File: src/rtl/cb_rle_encoder.sv
// cb_rle_encoder
// Run-length / magnitude-category encoder for one 8x8 block of quantized Cb
// coefficients. A block is captured on enable. The encoder then emits one DC
// difference symbol, walks the AC coefficients in zigzag order emitting
// (run, size, amp) symbols plus ZRL symbols for long zero runs, and closes
// the block with EOB unless the last zigzag coefficient is nonzero.
// Symbols use a valid/ready handshake. Everything in flight holds while the
// downstream stage stalls.
//
// state    | meaning
// ---------+---------------------------------------------------------------
// IDLE     | waiting for enable; captures the block when it arrives
// FIND     | locates the highest nonzero zigzag index (last_nz)
// EMIT_DC  | presents the DC difference symbol; prev_dc updates on accept
// SCAN_AC  | steps zigzag index 1..last_nz, emitting AC and ZRL symbols
// EMIT_EOB | presents end-of-block (run 0, size 0, amp 0)
// DONE     | one-cycle block_done pulse, then back to IDLE

module cb_rle_encoder (
    input  logic                          clk,
    input  logic                          rst,
    input  logic                          enable,
    input  logic signed [0:7][0:7][10:0]  Q,
    input  logic                          dc_clear,
    input  logic                          out_ready,
    output logic                          out_valid,
    output logic                          is_dc,
    output logic [3:0]                    run,
    output logic [3:0]                    size,
    output logic [10:0]                   amp,
    output logic                          busy,
    output logic                          block_done
);

    typedef enum logic [2:0] {
        IDLE     = 3'd0,
        FIND     = 3'd1,
        EMIT_DC  = 3'd2,
        SCAN_AC  = 3'd3,
        EMIT_EOB = 3'd4,
        DONE     = 3'd5
    } state_t;

    // Zigzag index -> row-major position (row*8 + col).
    localparam logic [5:0] ZZ [64] = '{
        6'd0,  6'd1,  6'd8,  6'd16, 6'd9,  6'd2,  6'd3,  6'd10,
        6'd17, 6'd24, 6'd32, 6'd25, 6'd18, 6'd11, 6'd4,  6'd5,
        6'd12, 6'd19, 6'd26, 6'd33, 6'd40, 6'd48, 6'd41, 6'd34,
        6'd27, 6'd20, 6'd13, 6'd6,  6'd7,  6'd14, 6'd21, 6'd28,
        6'd35, 6'd42, 6'd49, 6'd56, 6'd57, 6'd50, 6'd43, 6'd36,
        6'd29, 6'd22, 6'd15, 6'd23, 6'd30, 6'd37, 6'd44, 6'd51,
        6'd58, 6'd59, 6'd52, 6'd45, 6'd38, 6'd31, 6'd39, 6'd46,
        6'd53, 6'd60, 6'd61, 6'd54, 6'd47, 6'd55, 6'd62, 6'd63
    };

    // Magnitude category: bit length of |v|, 0 for v == 0.
    function automatic logic [3:0] mag_size(input logic signed [11:0] v);
        logic [11:0] m;
        logic [3:0]  s;
        m = v[11] ? 12'(-v) : 12'(v);
        s = 4'd0;
        for (int b = 0; b < 12; b++) begin
            if (m[b]) s = 4'(b + 1);
        end
        return s;
    endfunction

    // Amplitude bits: v itself when positive, (v - 1) masked to s bits when
    // negative (ones-complement style used by JPEG).
    function automatic logic [10:0] mag_amp(input logic signed [11:0] v,
                                            input logic [3:0] s);
        logic [10:0] t;
        logic [10:0] mask;
        t    = v[11] ? 11'(v - 12'sd1) : v[10:0];
        mask = 11'((12'd1 << s) - 12'd1);
        return t & mask;
    endfunction

    state_t             state, state_nxt;
    logic [0:63][10:0]  coef_buf;
    logic [10:0]        prev_dc;
    logic [5:0]         last_nz;
    logic [5:0]         last_nz_calc;
    logic [5:0]         k;
    logic [3:0]         zcnt;
    logic [10:0]        ac_coef;
    logic               ac_nonzero;
    logic signed [11:0] dc_diff;
    logic signed [11:0] sym_val;
    logic               step_ac;

    assign ac_coef    = coef_buf[ZZ[k]];
    assign ac_nonzero = (ac_coef != 11'd0);
    assign dc_diff    = $signed({coef_buf[0][10], coef_buf[0]})
                      - $signed({prev_dc[10], prev_dc});
    // SCAN_AC advances on every cycle that has no symbol, or when the symbol
    // presented is taken.
    assign step_ac    = (state == SCAN_AC) && (!out_valid || out_ready);

    // Highest zigzag index 1..63 holding a nonzero coefficient, 0 if none.
    always_comb begin
        last_nz_calc = 6'd0;
        for (int i = 1; i < 64; i++) begin
            if (coef_buf[ZZ[i]] != 11'd0) last_nz_calc = 6'(i);
        end
    end

    // State register.
    always_ff @(posedge clk or posedge rst) begin
        if (rst) state <= IDLE;
        else     state <= state_nxt;
    end

    // Next-state and symbol output decode.
    always_comb begin
        state_nxt  = state;
        out_valid  = 1'b0;
        is_dc      = 1'b0;
        run        = 4'd0;
        sym_val    = 12'sd0;
        busy       = 1'b0;
        block_done = 1'b0;
        unique case (state)
            IDLE: begin
                if (enable) state_nxt = FIND;
            end
            FIND: begin
                busy      = 1'b1;
                state_nxt = EMIT_DC;
            end
            EMIT_DC: begin
                busy      = 1'b1;
                out_valid = 1'b1;
                is_dc     = 1'b1;
                sym_val   = dc_diff;
                if (out_ready) state_nxt = (last_nz == 6'd0) ? EMIT_EOB : SCAN_AC;
            end
            SCAN_AC: begin
                busy = 1'b1;
                if (ac_nonzero) begin
                    out_valid = 1'b1;
                    run       = zcnt;
                    sym_val   = {ac_coef[10], ac_coef};
                    if (out_ready && (k == last_nz))
                        state_nxt = (last_nz == 6'd63) ? DONE : EMIT_EOB;
                end else if (zcnt == 4'd15) begin
                    // Sixteenth consecutive zero: ZRL.
                    out_valid = 1'b1;
                    run       = 4'd15;
                end
            end
            EMIT_EOB: begin
                busy      = 1'b1;
                out_valid = 1'b1;
                if (out_ready) state_nxt = DONE;
            end
            DONE: begin
                block_done = 1'b1;
                state_nxt  = IDLE;
            end
            default: state_nxt = IDLE;
        endcase
        // sym_val is zero whenever out_valid is low, so size and amp are too.
        size = mag_size(sym_val);
        amp  = mag_amp(sym_val, size);
    end

    // Block buffer, DC predictor, last_nz, zigzag index and zero-run counter.
    always_ff @(posedge clk or posedge rst) begin
        if (rst) begin
            coef_buf <= '0;
            prev_dc  <= 11'd0;
            last_nz  <= 6'd0;
            k        <= 6'd0;
            zcnt     <= 4'd0;
        end else begin
            if (state == IDLE && enable) coef_buf <= Q;
            if (state == FIND) last_nz <= last_nz_calc;
            // A frame-start clear outranks a simultaneous DC acceptance.
            if (dc_clear)
                prev_dc <= 11'd0;
            else if (state == EMIT_DC && out_ready)
                prev_dc <= coef_buf[0];
            if (state == EMIT_DC) begin
                k    <= 6'd1;
                zcnt <= 4'd0;
            end else if (step_ac) begin
                k <= k + 6'd1;
                if (ac_nonzero || zcnt == 4'd15) zcnt <= 4'd0;
                else                             zcnt <= zcnt + 4'd1;
            end
        end
    end

endmodule

File: config.mk
export PLATFORM = sky130hd
export DESIGN_NAME = cb_rle_encoder
export DESIGN_NICKNAME = d
export VERILOG_FILES = /design/src/rtl/cb_rle_encoder.sv
export SDC_FILE = /design/constraint.sdc
export NUM_CORES = 2
export LEC_CHECK = 0
export CELL_PAD_IN_SITES_DETAIL_PLACEMENT = 0
export CELL_PAD_IN_SITES_GLOBAL_PLACEMENT = 1
export CORE_MARGIN = 2
export CORE_UTILIZATION = 38
export CTS_CLUSTER_SIZE = 16
export DETAILED_ROUTE_END_ITERATION = 7
export GPL_TIMING_DRIVEN = 0
export PLACE_DENSITY = 0.78
export SLEW_MARGIN = 15
export SYNTH_ARGS = -nofsm -noshare
export SYNTH_HDL_FRONTEND = slang
export SYNTH_SLANG_ARGS = --single-unit
File: constraint.sdc
create_clock -name clk -period 25.8 [get_ports clk]
set_clock_uncertainty 0.1 [all_clocks]
set_input_delay 6.45 -clock clk [delete_from_list [all_inputs] [get_ports clk]]
set_output_delay 6.45 -clock clk [all_outputs]
set_load 0.03 [all_outputs]
# ---- Word-level counts from Yosys, hierarchy flattened
# Memories as Yosys holds them, arrays and structs flattened.
# Cells that the tools add are included.
dict set report classes {
  mul 0
  shifts 1
  n_bitwise 3
  n_eq_ne 13
  n_lt_le_gt_ge 2
  addsub 6
  mux 108
  n_reduce_logical 78
  div 0
}
# cell count
set ops {}
lappend ops {{$reduce_bool A11 Y1} 64}
lappend ops {{$mux W6} 66}
lappend ops {{$mux W4} 17}
lappend ops {{$bmux W11 S6} 1}
lappend ops {{$mux W11} 5}
lappend ops {{$mux W12} 2}
lappend ops {{$pmux W12 S2} 1}
lappend ops {{$mux W3} 6}
lappend ops {{$pmux W3 S5} 1}
lappend ops {{$ge A7 B7 Y1 const B} 2}
lappend ops {{$not A6 Y7} 2}
lappend ops {{$neg A12 Y12} 1}
lappend ops {{$sub A11 B11 Y12} 1}
lappend ops {{$and A11 B11 Y11} 1}
lappend ops {{$shl A1 B4 Y11 const A} 1}
lappend ops {{$sub A11 B1 Y11 const B} 1}
lappend ops {{$sub A11 B2 Y11 const B} 1}
lappend ops {{$mux W1} 8}
lappend ops {{$ne A2 B2 Y1 const B} 4}
lappend ops {{$add A6 B1 Y6 const B} 1}
lappend ops {{$eq A3 B2 Y1 const B} 2}
lappend ops {{$eq A3 B3 Y1 const B} 2}
lappend ops {{$eq A6 B6 Y1} 1}
lappend ops {{$eq A6 B6 Y1 const B} 1}
lappend ops {{14 further kinds} 19}
dict set report word_totals {
  latch_bits 0
  ff_bits 734
  output_inout_bits 23
  word_cells 281
  n_memories 1
  romBits 384
  ramBits 0
}
# memory words width read_ports rd_clocked_by_memory_dff wr line_no
set memory_table {}
lappend memory_table {{(name not given)} 64 6 1 0 0 92} ;# assign ac_coef = coef_buf[ZZ[k]];

# ---- Logic depth before layout (Yosys ltp)
dict set report logic_depth {
  depth_word 64
  mapped_depth 34
}

# ---- Worst setup path before layout
# Ideal clock, no wire load.
dict set report synth_path {
  path_kind {register to output}
  from {register k[1]}
  to {output port amp[4]}
  stages_incl_launch_ff 34
  slack_ps 12530
  t_arrival_ps 6720
  t_required_ps 19250
  cell_sequence {dfrtp_1 > inv_1 > ha_1 > clkbuf_1 > nand4bb_1 > o31ai_1 > or4_4 > buf_6 > nand2_8 > buf_6 > buf_6 > buf_6 > buf_2 > nand3_1 > nand3_1 > a21oi_1 > a221oi_1 > o221ai_2 > inv_1 > ha_1 > inv_1 > a2111oi_1 > o2111ai_1 > nor2_2 > a31oi_2 > xnor2_2 > nor4b_4 > and3_1 > o21ai_0 > ha_1 > inv_1 > a31oi_1 > or4_1 > a21oi_1}
}
dict set report synth_via {
  elab_chain_len 28
  elab_cells_between_ends 30
  classes_between {3 x add/sub; 1 x shift; 21 x mux; 3 x bitwise; 1 x reduce/logical; 1 x memory}
}
# item line_no
set synth_rtl {}
lappend synth_rtl {{from (decl)} 84} ;# logic [5:0] k;
lappend synth_rtl {{from (signal assigned)} 188} ;# k <= k + 6'd1;
lappend synth_rtl {{$not A6 Y7 (not written as such) *} 92}
lappend synth_rtl {{$mem_v2 Z64 W6 *} n/a}
lappend synth_rtl {{$mux W6 (not written as such) * (2 in a row)} 92}
lappend synth_rtl {{$not A6 Y7 (not written as such) *} 92}
lappend synth_rtl {{$bmux W11 S6 *} 92}
lappend synth_rtl {{$mux W11 (not written as such) * (2 in a row)} 92}
lappend synth_rtl {{$reduce_bool A11 Y1} 93} ;# assign ac_nonzero = (ac_coef != 11'd0);
lappend synth_rtl {{$mux W12 *} 140} ;# if (ac_nonzero) begin
lappend synth_rtl {{$pmux W12 S2 *} 123} ;# unique case (state)
lappend synth_rtl {{$neg A12 Y12} 60} ;# m = v[11] ? 12'(-v) : 12'(v);
lappend synth_rtl {{$mux W12} 60}
lappend synth_rtl {{$mux W1} 63} ;# if (m[b]) s = 4'(b + 1);
lappend synth_rtl {{$mux W4 (11 in a row)} 63}
lappend synth_rtl {{$shl A1 B4 Y11} 75} ;# mask = 11'((12'd1 << s) - 12'd1);
lappend synth_rtl {{$sub A11 B1 Y11} 75}
lappend synth_rtl {{$and A11 B11 Y11 *} 76} ;# return t & mask;
lappend synth_rtl {{to (decl)} 30} ;# output logic [10:0] amp,
# Mark *: on every way between the ends. The rest lies on a longest branch, timed or not. The select of a mux whose other input is x is not followed.

# ---- Worst setup path in the final report
dict set report layout_path {
  from {register k[1]}
  to {output port amp[8]}
}
# Same word-level chain as after synthesis.

==> summary.md <==
| Metric | Value |
|---|---|
| Internal power | `approximately 0.0040 W` |
| Worst vdd rail ir drop | `210 µV` |
| Final slew viol count | `0` |
| Switching portion of total power | `0.488` |
| Post-CTS sizing | `0` |
| Hold path endpoint | `prev_dc[6]$_DFFE_PP0P_` |
| Fin Setup TNS | `0 ps` |
| Crit path buf inv count | `8` |
| Final #Nets | `between 5k and 6k` |
| Post-synthesis cell type count | `approximately 110` |
| Clock buffer depth | `3` |
| Post-route insts no fill | `5847` |
| Worst r2r dst | `k[2]$_DFFE_PP0P_` |
| Unrepaired setup endpoints after global routing | `no` |
| Ys flop type | `dfrtp_1` |
| Mapped Area | `39300 µm²` |
| Clk root buf | `clkbuf_16` |
| F_max | `0.0526 GHz` |
| Worst skew pair latency | `700 ps` |
| Critical path's slowest cell | `clkbuf_1` |
| Net Count, Synth | `4269` |
| Design Area, Final | `between 50000 and 60000 µm²` |
| Post-CTS Setup Repair Bufs | `0` |
| Die X | `326 µm` |
| Setup violations, final | `0` |
| P_leak | `20.6 nW` |
| CTS sink count | `734` |
| Final count of hold timing violations | `0` |
| Synth Area per Inst | `11.1 µm²` |
| Ports | `732` |
| Worst Reg-to-Reg Cells | `22` |
| Rel. slew slack | `0.0581` |
| Gr ovfl total | `0` |
| Fin crit period | `19010 ps` |
| CP top delay family | `buffers and inverters` |
| Most frequent cells in the layout | `734 x dfrtp_1, 731 x clkdlybuf4s50_1, 714 x mux2_2, 303 x nand2_1, 190 x nand3_1` |
| Slowest stage delay, CP | `960 ps` |
| Reg power frac | `0.322` |
| Startpoint types | `flop` |
| Filler cells | `9527` |
| Drt drc | `0` |
| Req. time, crit path | `19250 ps` |
| Vias in the first global route | `about 38k` |
| FF+latch count, synth | `734` |
| Area of the die | `106000 µm²` |
| Critical path class | `reg2out` |
| Post-Synthesis Cells | `approximately 3.5k` |
| DRT iter0 DRCs | `5113` |
| Share of layout cells above drive strength 1 | `0.242` |
| Worst Path Arrival | `12460 ps` |
| Status | `completed` |
| HPWL after DPL | `175 mm` |
| Hold_ws | `approximately 420 ps` |
| Most common cell after layout, fill and taps aside | `dfrtp_1` |
| Total CTS buffers | `82` |
| Syn. warnings | `0` |
| Port bufs | `between 700 and 800` |
| 1st-pass router iterations | `8` |
| CTS Hold Bufs | `0` |
| Largest net degree at the start of global routing | `38` |
| Post-route antenna net violation count | `0` |
| Average wire per standard cell | `39.1 µm` |
| P_sw | `0.00379 W` |
| Placed Cells | `5670` |
| Initial antenna violation count | `10` |
| Core region area | `103000 µm²` |
| Most used cell, CP | `inv_1` |
| Area grow syn2layout | `31.9%` |
| WHS Path Cells | `2` |
| Final Power | `0.00778 W` |
| Worst min path class | `reg2reg` |
| Rows | `118` |
| Hold_sp | `prev_dc[6]$_DFFE_PP0P_` |
| Post-synth EDFFs | `0` |
| Clock power share | `0.161` |
| MaxCap Viol Count | `0` |
| Global-route wire length before repair | `308 mm` |
| Reg2reg setup slack | `16220 ps` |
| Initial Util | `0.382` |
| Period utilisation layout | `0.737` |
| CTS tree | `done` |
| H-tree Lvls | `3` |
| Share of synthesized registers carrying an async set or reset | `1.00` |
| Via Count | `38.2k` |
| GRT Total Usage | `0.420` |
| Power per Cell Area | `150 nW/µm²` |
| DP Area | `a little under 50000 µm²` |
| R2R Path Start | `k[1]$_DFFE_PP0P_` |
| Total Wirelength | `229 mm` |
| Setup crit end kind | `output pin` |
| Worst path depth | `29` |
| Placer Congestion | `around 1.0` |
| Combinational fraction of design power | `0.517` |
| Reg clk slew, reported paths | `~60 ps` |
| CP Max Fanout | `12` |
| Via/cell ratio | `6.54` |
| Die height | `326 µm` |
| Least-Margin Pin Slew | `between 1000 and 1500 ps` |
| Post-synthesis sequential area ratio | `0.467` |
==> power by group through the flow <==
stage          clock network (W)  logic (W)  registers [W]
3_5_place_dp                   0    0.00379        0.00246
3_3_place_gp                   0    0.00374        0.00246
4_1_cts                  0.00125    0.00381        0.00245
2_1_floorplan                  0    0.00236        0.00206
6_report                 0.00125    0.00402        0.00250
5_1_grt                  0.00130    0.00410        0.00251
==> state kept, by name (all words and copies together) (netlist names) <==
register / flops
last_nz: 6
state: 3
prev_dc: 11
coef_buf: 704
k: 6
zcnt: 4
==> metrics by stage <==
step	worst slack, ps	utilization
after floorplan	9190	-
after global placement	4440	0.469
after detailed placement	8410	0.475
after CTS	7660	0.503
after global routing	6820	0.503
final	6790	0.503
==> area by class of cell <==
| type | instances | area (µm²) | area share |
|---|---|---|---|
| multi-input cells | 2510 | 19500 | 0.377 |
| flip-flops and latches | 734 | 18400 | 0.354 |
| repair buffers | 761 | 7860 | 0.152 |
| clock buffers | 108 | 2350 | 0.0454 |
| well taps | 1380 | 1730 | 0.0333 |
| plain buffers | 238 | 1280 | 0.0247 |
| clock inverters | 44 | 500 | 0.00965 |
| inverters | 48 | 184 | 0.00355 |
| diodes | 24 | 60.1 | 0.00116 |
==> worst max-delay path by stage <==
stage / startpoint / to / slack, ps
5_1_grt: k[1]$_DFFE_PP0P_ / amp[8] / 6820
6_report: k[1]$_DFFE_PP0P_ / amp[8] / 6790
3_3_place_gp: rst / coef_buf[694]$_DFFE_PP0P_ / 4440
3_5_place_dp: k[1]$_DFFE_PP0P_ / amp[8] / 8410
4_1_cts: k[1]$_DFFE_PP0P_ / amp[8] / 7660
2_1_floorplan: rst / coef_buf[0]$_DFFE_PP0P_ / 9190
==> tightest hold or removal path, cell delays in order (launching register included) <==
cell	delay, ps
dfrtp_1	370
nand2_1	60
a21oi_1	50
==> synthesized netlist by cell type (25+ instances only) <==
library cell  count  area share
a31oi_1          43      0.0068
o21ai_0          94       0.012
a211oi_1         95       0.018
a311oi_1         32      0.0071
mux2_2          714        0.20
nor2_1           82      0.0078
buf_2            66      0.0084
a21oi_1          89       0.011
clkbuf_1        119       0.011
nand2_1         303       0.029
dfrtp_1         734        0.47
buf_6            25      0.0072
nand3_1         190       0.024
inv_1            46      0.0044
nor4_1          141       0.022
ha_1             29      0.0092
mux2i_1          95       0.024
and3_1           97       0.015
nor3_1           97       0.012
==> logic make-up after synthesis <==
family,synth area share
AO/OA/AOI/OAI,0.112
XOR/XNOR,0.00729
adder cells (fa/ha/maj),0.00974
buffers and inverters,0.0369
flip-flops,0.467
multiplexers,0.233
AND/OR/NAND/NOR,0.134
==> metal layers <==
metal  part of all wire  GRT usage
met1               0.37      0.513
met3               0.12      0.158
met4              0.071      0.252
met5            0.00072          0
met2               0.43      0.629
(Power assumes the default switching activity.)
